$ cat src/rtl/fft_bf_pkg.sv
// Shared types and constants for the streaming radix-2 butterfly.
// Holds the FSM state enum, operand/result word indices and the
// internal sum-width helper used by the top and the reduction stage.
package fft_bf_pkg;

   typedef enum logic [1:0] {
      LOAD = 2'd0,
      MUL  = 2'd1,
      SUM  = 2'd2,
      OUT  = 2'd3
   } bfState_e;

   // Operand word order on the input bus
   localparam logic [2:0] OP_REW = 3'd0;
   localparam logic [2:0] OP_IMW = 3'd1;
   localparam logic [2:0] OP_REB = 3'd2;
   localparam logic [2:0] OP_IMB = 3'd3;
   localparam logic [2:0] OP_REA = 3'd4;
   localparam logic [2:0] OP_IMA = 3'd5;

   // Result word order on the output bus
   localparam logic [1:0] RES_REY = 2'd0;
   localparam logic [1:0] RES_IMY = 2'd1;
   localparam logic [1:0] RES_REZ = 2'd2;
   localparam logic [1:0] RES_IMZ = 2'd3;

   // Headroom for A +/- T before reduction back to the word width
   function automatic int unsigned sumWidth(input int unsigned width);
      return width + 32'd3;
   endfunction

endpackage

$ cat src/rtl/fft_bf_sat.sv
// Reduces a WIDTH+3 bit signed sum to WIDTH bits and flags out-of-range.
// Build option: FFT_BF_SATURATE_EN defined clamps to the signed range,
// otherwise the low WIDTH bits are kept (wrap). The flag is the same either way.
// Ports:
//   sumIn    - signed sum, sumWidth(WIDTH) bits
//   resOut_c - reduced result, WIDTH bits (combinational)
//   ovf_c    - high when sumIn does not fit in WIDTH bits (combinational)
module fft_bf_sat
   import fft_bf_pkg::*;
#(
   parameter int unsigned WIDTH = 8
) (
   input  logic signed [sumWidth(WIDTH)-1:0] sumIn,
   output logic        [WIDTH-1:0]           resOut_c,
   output logic                              ovf_c
);

   localparam int unsigned SW = sumWidth(WIDTH);

   logic [SW-WIDTH:0] upperBits;

   // Value fits when everything from the target sign bit upward is a sign copy
   always_comb begin
      upperBits = sumIn[SW-1:WIDTH-1];
      ovf_c     = !((&upperBits) || !(|upperBits));
`ifdef FFT_BF_SATURATE_EN
      if (ovf_c) begin
         resOut_c = sumIn[SW-1] ? {1'b1, {(WIDTH-1){1'b0}}} : {1'b0, {(WIDTH-1){1'b1}}};
      end else begin
         resOut_c = sumIn[WIDTH-1:0];
      end
`else
      resOut_c = sumIn[WIDTH-1:0];
`endif
   end

endmodule

$ cat src/rtl/fft_butterfly_stream.sv
// Streaming radix-2 DIT butterfly: Y = A + W*B, Z = A - W*B.
// Six operand words in (ReW, ImW, ReB, ImB, ReA, ImA), four results out
// (ReY, ImY, ReZ, ImZ), one shared signed multiplier used over four cycles.
// Build option: FFT_BF_SATURATE_EN selects clamping instead of wrapping.
// Ports:
//   Clock, nReset       - clock, asynchronous active-low reset
//   clear               - synchronous abort, also clears ovf
//   scale               - halve results, sampled with the first operand word
//   in_data/valid/ready - operand stream
//   out_data/valid/ready- result stream, out_data registered
//   busy                - butterfly in progress
//   ovf                 - sticky result-out-of-range flag
module fft_butterfly_stream
   import fft_bf_pkg::*;
#(
   parameter int unsigned WIDTH = 8,
   parameter int unsigned FRAC  = WIDTH - 1
) (
   input  logic             Clock,
   input  logic             nReset,
   input  logic             clear,
   input  logic             scale,
   input  logic [WIDTH-1:0] in_data,
   input  logic             in_valid,
   output logic             in_ready,
   output logic [WIDTH-1:0] out_data,
   output logic             out_valid,
   input  logic             out_ready,
   output logic             busy,
   output logic             ovf
);

   localparam int unsigned PW = 2 * WIDTH;
   localparam int unsigned TW = PW + 1;
   localparam int unsigned SW = sumWidth(WIDTH);
   localparam logic signed [TW-1:0] RND = TW'(1) << (FRAC - 1);

   bfState_e                state, stateNext;
   logic [2:0]              cnt, cntNext;
   logic                    inXfer, outXfer;
   logic                    scaleReg;
   logic signed [WIDTH-1:0] opReg [6];
   logic signed [PW-1:0]    accReg;
   logic signed [SW-1:0]    tRe, tIm;
   logic [WIDTH-1:0]        resReg [4];
   logic signed [WIDTH-1:0] mulX, mulY;
   logic signed [PW-1:0]    prod;
   logic signed [TW-1:0]    tSum;
   logic signed [SW-1:0]    tRnd;
   logic signed [SW-1:0]    aRe, aIm;
   logic signed [SW-1:0]    sumRaw [4];
   logic signed [SW-1:0]    sumVal [4];
   logic [WIDTH-1:0]        satVal [4];
   logic [3:0]              satOvf;

   assign inXfer  = in_valid & in_ready;
   assign outXfer = out_valid & out_ready;

   // State register; cnt is the load word index, MUL step or result index
   always_ff @(posedge Clock or negedge nReset) begin
      if (!nReset) begin
         state <= LOAD;
         cnt   <= '0;
      end else begin
         state <= stateNext;
         cnt   <= cntNext;
      end
   end

   // Next-state logic; clear overrides any transfer in the same cycle
   always_comb begin
      stateNext = state;
      cntNext   = cnt;
      case (state)
         LOAD: begin
            if (inXfer) begin
               if (cnt == OP_IMA) begin
                  stateNext = MUL;
                  cntNext   = '0;
               end else begin
                  cntNext = cnt + 3'd1;
               end
            end
         end
         MUL: begin
            if (cnt == 3'd3) begin
               stateNext = SUM;
               cntNext   = '0;
            end else begin
               cntNext = cnt + 3'd1;
            end
         end
         SUM: stateNext = OUT;
         OUT: begin
            if (outXfer) begin
               if (cnt[1:0] == RES_IMZ) begin
                  stateNext = LOAD;
                  cntNext   = '0;
               end else begin
                  cntNext = cnt + 3'd1;
               end
            end
         end
         default: begin
            stateNext = LOAD;
            cntNext   = '0;
         end
      endcase
      if (clear) begin
         stateNext = LOAD;
         cntNext   = '0;
      end
   end

   // Multiplier operand select: ReW*ReB, ImW*ImB, ReW*ImB, ImW*ReB
   always_comb begin
      mulX = opReg[OP_REW];
      mulY = opReg[OP_REB];
      case (cnt[1:0])
         2'd1: begin mulX = opReg[OP_IMW]; mulY = opReg[OP_IMB]; end
         2'd2: begin mulX = opReg[OP_REW]; mulY = opReg[OP_IMB]; end
         2'd3: begin mulX = opReg[OP_IMW]; mulY = opReg[OP_REB]; end
         default: ;
      endcase
   end

   assign prod = PW'(mulX) * PW'(mulY);

   // Step 1 closes ReT as a difference, step 3 closes ImT as a sum; round half up
   assign tSum = cnt[1] ? (TW'(accReg) + TW'(prod)) : (TW'(accReg) - TW'(prod));
   assign tRnd = SW'((tSum + RND) >>> FRAC);

   assign aRe             = SW'(opReg[OP_REA]);
   assign aIm             = SW'(opReg[OP_IMA]);
   assign sumRaw[RES_REY] = aRe + tRe;
   assign sumRaw[RES_IMY] = aIm + tIm;
   assign sumRaw[RES_REZ] = aRe - tRe;
   assign sumRaw[RES_IMZ] = aIm - tIm;

   for (genvar i = 0; i < 4; i++) begin : gSat
      assign sumVal[i] = scaleReg ? (sumRaw[i] >>> 1) : sumRaw[i];
      fft_bf_sat #(.WIDTH(WIDTH)) uSat (
         .sumIn    (sumVal[i]),
         .resOut_c (satVal[i]),
         .ovf_c    (satOvf[i])
      );
   end

   // Datapath and registered outputs
   always_ff @(posedge Clock or negedge nReset) begin
      if (!nReset) begin
         in_ready  <= 1'b1;
         busy      <= 1'b0;
         out_valid <= 1'b0;
         out_data  <= '0;
         ovf       <= 1'b0;
         scaleReg  <= 1'b0;
         accReg    <= '0;
         tRe       <= '0;
         tIm       <= '0;
         for (int i = 0; i < 6; i++) opReg[i] <= '0;
         for (int i = 0; i < 4; i++) resReg[i] <= '0;
      end else begin
         in_ready <= (stateNext == LOAD);
         busy     <= !((stateNext == LOAD) && (cntNext == 3'd0));
         if (clear) begin
            out_valid <= 1'b0;
            ovf       <= 1'b0;
         end else begin
            case (state)
               LOAD: begin
                  if (inXfer) begin
                     opReg[cnt] <= in_data;
                     if (cnt == OP_REW) scaleReg <= scale;
                  end
               end
               MUL: begin
                  case (cnt[1:0])
                     2'd1:    tRe    <= tRnd;
                     2'd3:    tIm    <= tRnd;
                     default: accReg <= prod;
                  endcase
               end
               SUM: begin
                  for (int i = 0; i < 4; i++) resReg[i] <= satVal[i];
                  if (|satOvf) ovf <= 1'b1;
               end
               OUT: begin
                  // First OUT cycle presents ReY; later words follow each accept
                  if (!out_valid) begin
                     out_data  <= resReg[RES_REY];
                     out_valid <= 1'b1;
                  end else if (outXfer) begin
                     if (cnt[1:0] == RES_IMZ) out_valid <= 1'b0;
                     else out_data <= resReg[2'(cnt + 3'd1)];
                  end
               end
               default: ;
            endcase
         end
      end
   end

endmodule

$ cat config.mk
export PLATFORM = sky130hd
export DESIGN_NAME = fft_butterfly_stream
export DESIGN_NICKNAME = d
export VERILOG_FILES = /design/src/rtl/fft_bf_pkg.sv /design/src/rtl/fft_bf_sat.sv /design/src/rtl/fft_butterfly_stream.sv
export SDC_FILE = /design/constraint.sdc
export NUM_CORES = 1
export LEC_CHECK = 0
export ABC_CLOCK_PERIOD_IN_PS = 17050
export BUFFER_PORTS_ARGS = -buffer_cell sky130_fd_sc_hd__buf_2
export CAP_MARGIN = 20
export CELL_PAD_IN_SITES_DETAIL_PLACEMENT = 2
export CELL_PAD_IN_SITES_GLOBAL_PLACEMENT = 2
export CORE_MARGIN = 4
export CORE_UTILIZATION = 44
export DETAILED_ROUTE_END_ITERATION = 10
export HOLD_SLACK_MARGIN = 0.03
export PLACE_DENSITY = 0.83
export SETUP_SLACK_MARGIN = 0.02
export SKIP_CTS_REPAIR_TIMING = 1
export SYNTH_ARGS = -nofsm -noshare
export SYNTH_HDL_FRONTEND = slang
export SYNTH_SLANG_ARGS = --single-unit
$ cat constraint.sdc
create_clock -name Clock -period 17.05 [get_ports Clock]
set_clock_uncertainty 0.05 [all_clocks]
set_input_delay 3.41 -clock Clock [delete_from_list [all_inputs] [get_ports Clock]]
set_output_delay 3.41 -clock Clock [all_outputs]
set_load 0.05 [all_outputs]
## After elaboration in Yosys (flattened, before gate mapping)

Cells that the tools add are included.

| word-level totals | value |
|---|---|
| logic and storage cells | 128 |
| bits in registers | 134 |

| cells by class | value |
|---|---|
| multiplexer cells | 38 |
| $add $sub $neg | 8 |
| eq/ne operators | 10 |
| $lt $le $gt $ge | 3 |
| bitwise operators | 6 |
| reductions and logical operators | 41 |
| $mul | 1 |

Operators by type and width:

| kind | count |
|---|---|
| 8-bit 2-to-1 mux | 8 |
| 48-bit bitwise mux | 1 |
| 10-bit 2-to-1 mux | 4 |
| 8-bit demux with 3-bit select | 1 |
| 4-bit AND reduction | 6 |
| 8-bit by 10-bit adder with 11-bit output | 2 |
| 8-bit by 10-bit subtractor with 11-bit output | 2 |
| 4-bit OR reduction | 5 |
| 3-bit 2-to-1 mux | 6 |
| 16-bit by 16-bit adder with 17-bit output | 1 |
| 17-bit by 8-bit adder with 17-bit output (second input constant) | 1 |
| 17-bit 2-to-1 mux | 1 |
| 16-bit by 16-bit subtractor with 17-bit output | 1 |
| 8-bit binary-select mux with 2-bit select | 1 |
| 8-bit by 8-bit multiplier with 16-bit output | 1 |
| 2-bit 2-to-1 mux | 6 |
| 3-bit AND reduction | 4 |
| 1-bit logical NOT | 9 |
| 3-bit one-hot mux with 3 select lines | 1 |
| 2-bit == test (second input constant) | 4 |
| 1-bit 2-to-1 mux | 8 |
| 2-bit one-hot mux with 4 select lines | 1 |
| 3-bit logical NOT | 2 |
| 2-bit nonzero test | 3 |
| 18 further kinds | 28 |

## Longest topological paths before layout

| logic depth | value |
|---|---|
| word-level depth | 10 |
| depth in mapped cells | 36 |
| gate-level depth less buffers | 34 |

## Hierarchy

From an unflattened synthesis, not the netlist that was laid out.

| second synthesis, totals | value |
|---|---|
| cell total of the unflattened synthesis | 1,246 |
| area, all modules | 11,692.5 sq um |

By module, submodules not included:

| module | area each (sq um) | times used | cells an instance |
|---|---|---|---|
| fft_butterfly_stream | 11,352.1 | 1 | 1,202 |
| fft_bf_sat | 85.1 | 4 | 11 |

## Least setup slack after synthesis

No wires, ideal clock.

| timing path | value |
|---|---|
| path type | register -> register |
| start | register cnt[1] |
| end | register tIm[9] |
| slack | 8,586 ps |
| library setup time | 129 ps |
| period minus slack after synthesis | 8,464 ps |
| buffers on the path | 1 |
| required time | 16,871 ps |
| data arrival time | 8,285 ps |
| cell stages (with the launch flop) | 33 |
| cell sequence | dfrtp_1 > clkbuf_1 > clkinv_1 > ha_1 > nor2_1 > mux2i_1 > nor2_1 > fa_1 > inv_1 > fa_1 > inv_1 > fa_1 > inv_1 > fa_1 > inv_1 > ha_1 > and3_1 > a221o_1 > nor2_1 > xor2_1 > nor4b_1 > a21oi_1 > xnor2_1 > ha_1 > or2_2 > a21oi_1 > o21ai_0 > o221ai_2 > xnor2_1 > and2_1 > nand4_1 > xnor3_1 > o21ai_1 |

| on the way | value |
|---|---|
| word-level cells in the longest chain between the ends | 7 |
| elaborated cells on any way between the ends | 13 |
| those cells by class | 3 x add/sub; 1 x mul; 3 x eq/ne; 3 x mux; 3 x reduce/logical |

RTL lines:

| item | line | text |
|---|---|---|
| from (decl) | fft_butterfly_stream.sv:39 | `logic [2:0] cnt, cntNext;` |
| from (signal assigned) | fft_butterfly_stream.sv:66 | `cnt <= cntNext;` |
| 2-bit == test, or another cell as far along | fft_butterfly_stream.sv:119, fft_butterfly_stream.sv:178 |  |
| 2-bit OR reduction (no line) | -- |  |
| 8-bit 2-to-1 mux | fft_butterfly_stream.sv:119 | `case (cnt[1:0])` |
| 8-bit by 8-bit multiplier with 16-bit output | fft_butterfly_stream.sv:127 | `assign prod = PW'(mulX) * PW'(mulY);` |
| 16-bit by 16-bit subtractor with 17-bit output / 16-bit by 16-bit adder with 17-bit output (equally long branches) | fft_butterfly_stream.sv:130 | `assign tSum = cnt[1] ? (TW'(accReg) + TW'(prod)) : (TW'(accReg) - TW'(prod));` |
| 17-bit 2-to-1 mux | fft_butterfly_stream.sv:130 |  |
| 17-bit by 8-bit adder with 17-bit output | fft_butterfly_stream.sv:131 | `assign tRnd = SW'((tSum + RND) >>> FRAC);` |
| to (signal assigned) | fft_butterfly_stream.sv:180 | `2'd3: tIm <= tRnd;` |
| to (decl) | fft_butterfly_stream.sv:44 | `logic signed [SW-1:0] tRe, tIm;` |

Parallel ways exist; a longest one is shown, timed or not.
A chain may end at the register's enable or synchronous reset.

## Worst setup path after layout

Ends and elaborated chain as after synthesis.

==> results by group <==
Critical path
  – Crit Path Category: reg -> reg
  – CP max FO: 9
  – Critical path origin: cnt[1]$_DFF_PN0_
  – CP startpoint kind: flop
  – Worst r2r src: cnt[1]$_DFF_PN0_
  – Largest stage delay on the critical path: 880 ps
  – WP data arrival: 10530 ps
  – Critical path's slowest cell: mux2i_1
  – Data required, critical path: 17300 ps
  – Crit end category: flop

STA
  – Setup TNS: 0 ps
  – Setup violators final: 0
  – Period utilisation layout: 60.30%
  – Worst-margin pin slew: 1081 ps
  – Fin. max-slew vios: 0
  – Slew headroom: 27.68%
  – Final min period: 10280 ps
  – Hold slack: 439.0 ps
  – Fmax: 97.27 MHz
  – RSZ-0062 raised after global routing: no
  – Final hold vios: 0

Hold path
  – Hold Crit Start: resReg[13]$_DFFE_PN0P_
  – Hold Crit Class: reg -> reg

Clock tree
  – Clock-pin slew on the worst setup and hold paths: 80 ps
  – Sink Count: 134
  – Clock buffer count from CTS: 17
  – Bufs on Longest Clock Path: 2
  – Clock Latency Late Sink: 450 ps
  – Htree depth: 4
  – Root buffer cell: clkbuf_16
  – TritonCTS clock tree: done

Layout
  – Final net count: 1456
  – Multi-input combinational cell area: 7607 um2
  – Area Overhead vs Synth: 9.455%
  – Fill count: 2799
  – N_diodes: 0
  – Seq. cell area: 3354 um2
  – Share of layout cells above drive strength 1: 14.03%

Routing
  – Routed WL per cell: 26.15 um
  – Antenna-violating nets left: 0
  – Remaining DRCs: 0
  – Vias: 9780
  – Vias per cell: 5.967
  – Drt initial violations: 449
  – Drt total wl: 42860 um
  – DRT Pass-1 Iters: 5

Global route
  – Largest net degree at the start of global routing: 69
  – First-pass GRT wire length: 66320 um
  – Residual overflow from global routing: 0
  – Initial antenna violation count: 0
  – Total global-route track usage: 29.61%
  – Vias in the first global route: 11180

Synthesis
  – Count of cell types in the netlist: 81
  – Syn_area_per_cell: 9.112 um2
  – Synth Instances: 1278
  – Sequential share of the synthesized area: 28.81%
  – Post-synth top area share: 28.58%
  – Synth cell count leaders: 137 x inv_1, 133 x dfrtp_1, 119 x nor2_1
  – Yosys reg bits: 134
  – Syn_nets: 1443
  – Post-synth EDFFs: 0
  – Area contributors post-synth: dfrtp_1 29%, fa_1 10%, ha_1 9.9%
  – Leading area contributor after synthesis: dfrtp_1
  – Synth warnings: 0
  – Mapped Area: 11640 um2
  – Most common flop cell mapped by yosys: dfrtp_1
  – Synth async-reset ratio: 100.0%
  – Most common cell in the netlist: inv_1

Die
  – Site Rows: 59
  – Full die area: 29130 um2
  – Die X: 170.7 um
  – I/O pin total: 26
  – Die Y: 170.7 um
  – CORE AREA: 26060 um2
  – Initial Utilization: 44.69%

Placement
  – DPL Wire Length: 29490 um
  – Count of input and output buffers: 25
  – Gpl congestion: 0.8377

Run
  – Max-Cap Viols: 0

Outcome
  – Status: complete, no violations
==> per-stage QoR <==
| stage | std cells | utilization, % | area (um2) | worst slack, ps |
|---|---|---|---|---|
| after global routing | 1639 | 48.91 | 12750 | 6290 |
| after detailed placement | 1605 | 46.40 | 12090 | 7175 |
| after global placement | 1605 | 46.40 | 12090 | 7816 |
| after floorplan | 1278 | - | 11640 | 8586 |
| final | 1639 | 48.91 | 12750 | 6769 |
| after CTS | 1637 | 48.78 | 12710 | 6881 |
==> kinds of logic (layout without fill, tap and decap cells) <==
logic type	after synthesis	in the layout	synth area share (%)
AO/OA/AOI/OAI	254	254	13.77
XOR/XNOR	73	73	5.609
adder cells (fa/ha/maj)	151	151	20.03
buffers and inverters	180	206	5.867
flip-flops	134	134	28.81
multiplexers	105	105	9.917
AND/OR/NAND/NOR	381	381	16.00
==> worst paths after layout <==
kind                                               end  slack (ps)  depth (start not counted)
max in group asynchronous        opReg[20]$_DFFE_PN0P_       12650                          2
worst min register to register  resReg[13]$_DFFE_PN0P_         440                          2
worst max register to register      tIm[9]$_DFFE_PN0P_        6770                         31
worst max-delay path                tIm[9]$_DFFE_PN0P_        6770                         31
min in group asynchronous       resReg[31]$_DFFE_PN0P_        2910                          1
worst min-delay path            resReg[13]$_DFFE_PN0P_         440                          2
==> cell usage in the layout, fill, tap and decap left out, types with 26 or more instances in the layout <==
master,Yosys,layout
nor3_1,26,26
nor2_1,119,119
ha_1,92,92
fa_1,59,59
mux2i_1,31,31
inv_1,137,137
dfrtp_1,133,133
mux2_2,73,73
o21ai_0,76,76
xnor2_1,54,54
a21oi_1,64,64
nand2_1,104,104
==> worst max-delay path, delay by kind of cell (launching register included) <==
family / cells / cell delay [ps]
adder cells (fa/ha/maj): 7 / 3430
AND/OR/NAND/NOR: 8 / 2390
AO/OA/AOI/OAI: 6 / 1190
XOR/XNOR: 4 / 1110
multiplexers: 1 / 880
buffers and inverters: 5 / 670
flip-flops: 1 / 390
==> area by class of cell <==
cell class / instances / share of cell area [%]
multi-input combinational: 964 / 59.68
sequential: 134 / 26.32
inverter: 140 / 4.123
clock buffer: 17 / 3.338
tap: 335 / 3.288
timing repair buffer: 34 / 1.718
clock inverter: 15 / 1.531
==> layer usage <==
| layer | GRT usage [%] | part of all wire, % | up-vias | routed length (um) |
|---|---|---|---|---|
| li1 | - | - | 4372 | - |
| met1 | 34.91 | 40 | 5062 | 17330 |
| met3 | 5.430 | 3.7 | 108 | 1601 |
| met2 | 52.77 | 51 | 238 | 21960 |
| met4 | 12.74 | 4.6 | 0 | 1971 |
| met5 | 0 | 0 | - | 0 |
==> flip-flops by register name (all words and copies together), names as in the netlist, 2 cells and up <==
name	cells
resReg	32
accReg	16
opReg	32
cnt	3
aIm	8
tRe	10
out_data	8
tIm	10
aRe	8
state	2
Power is not shown: default switching activity piles up to over one toggle a cycle in this logic, so the estimate is an artifact.
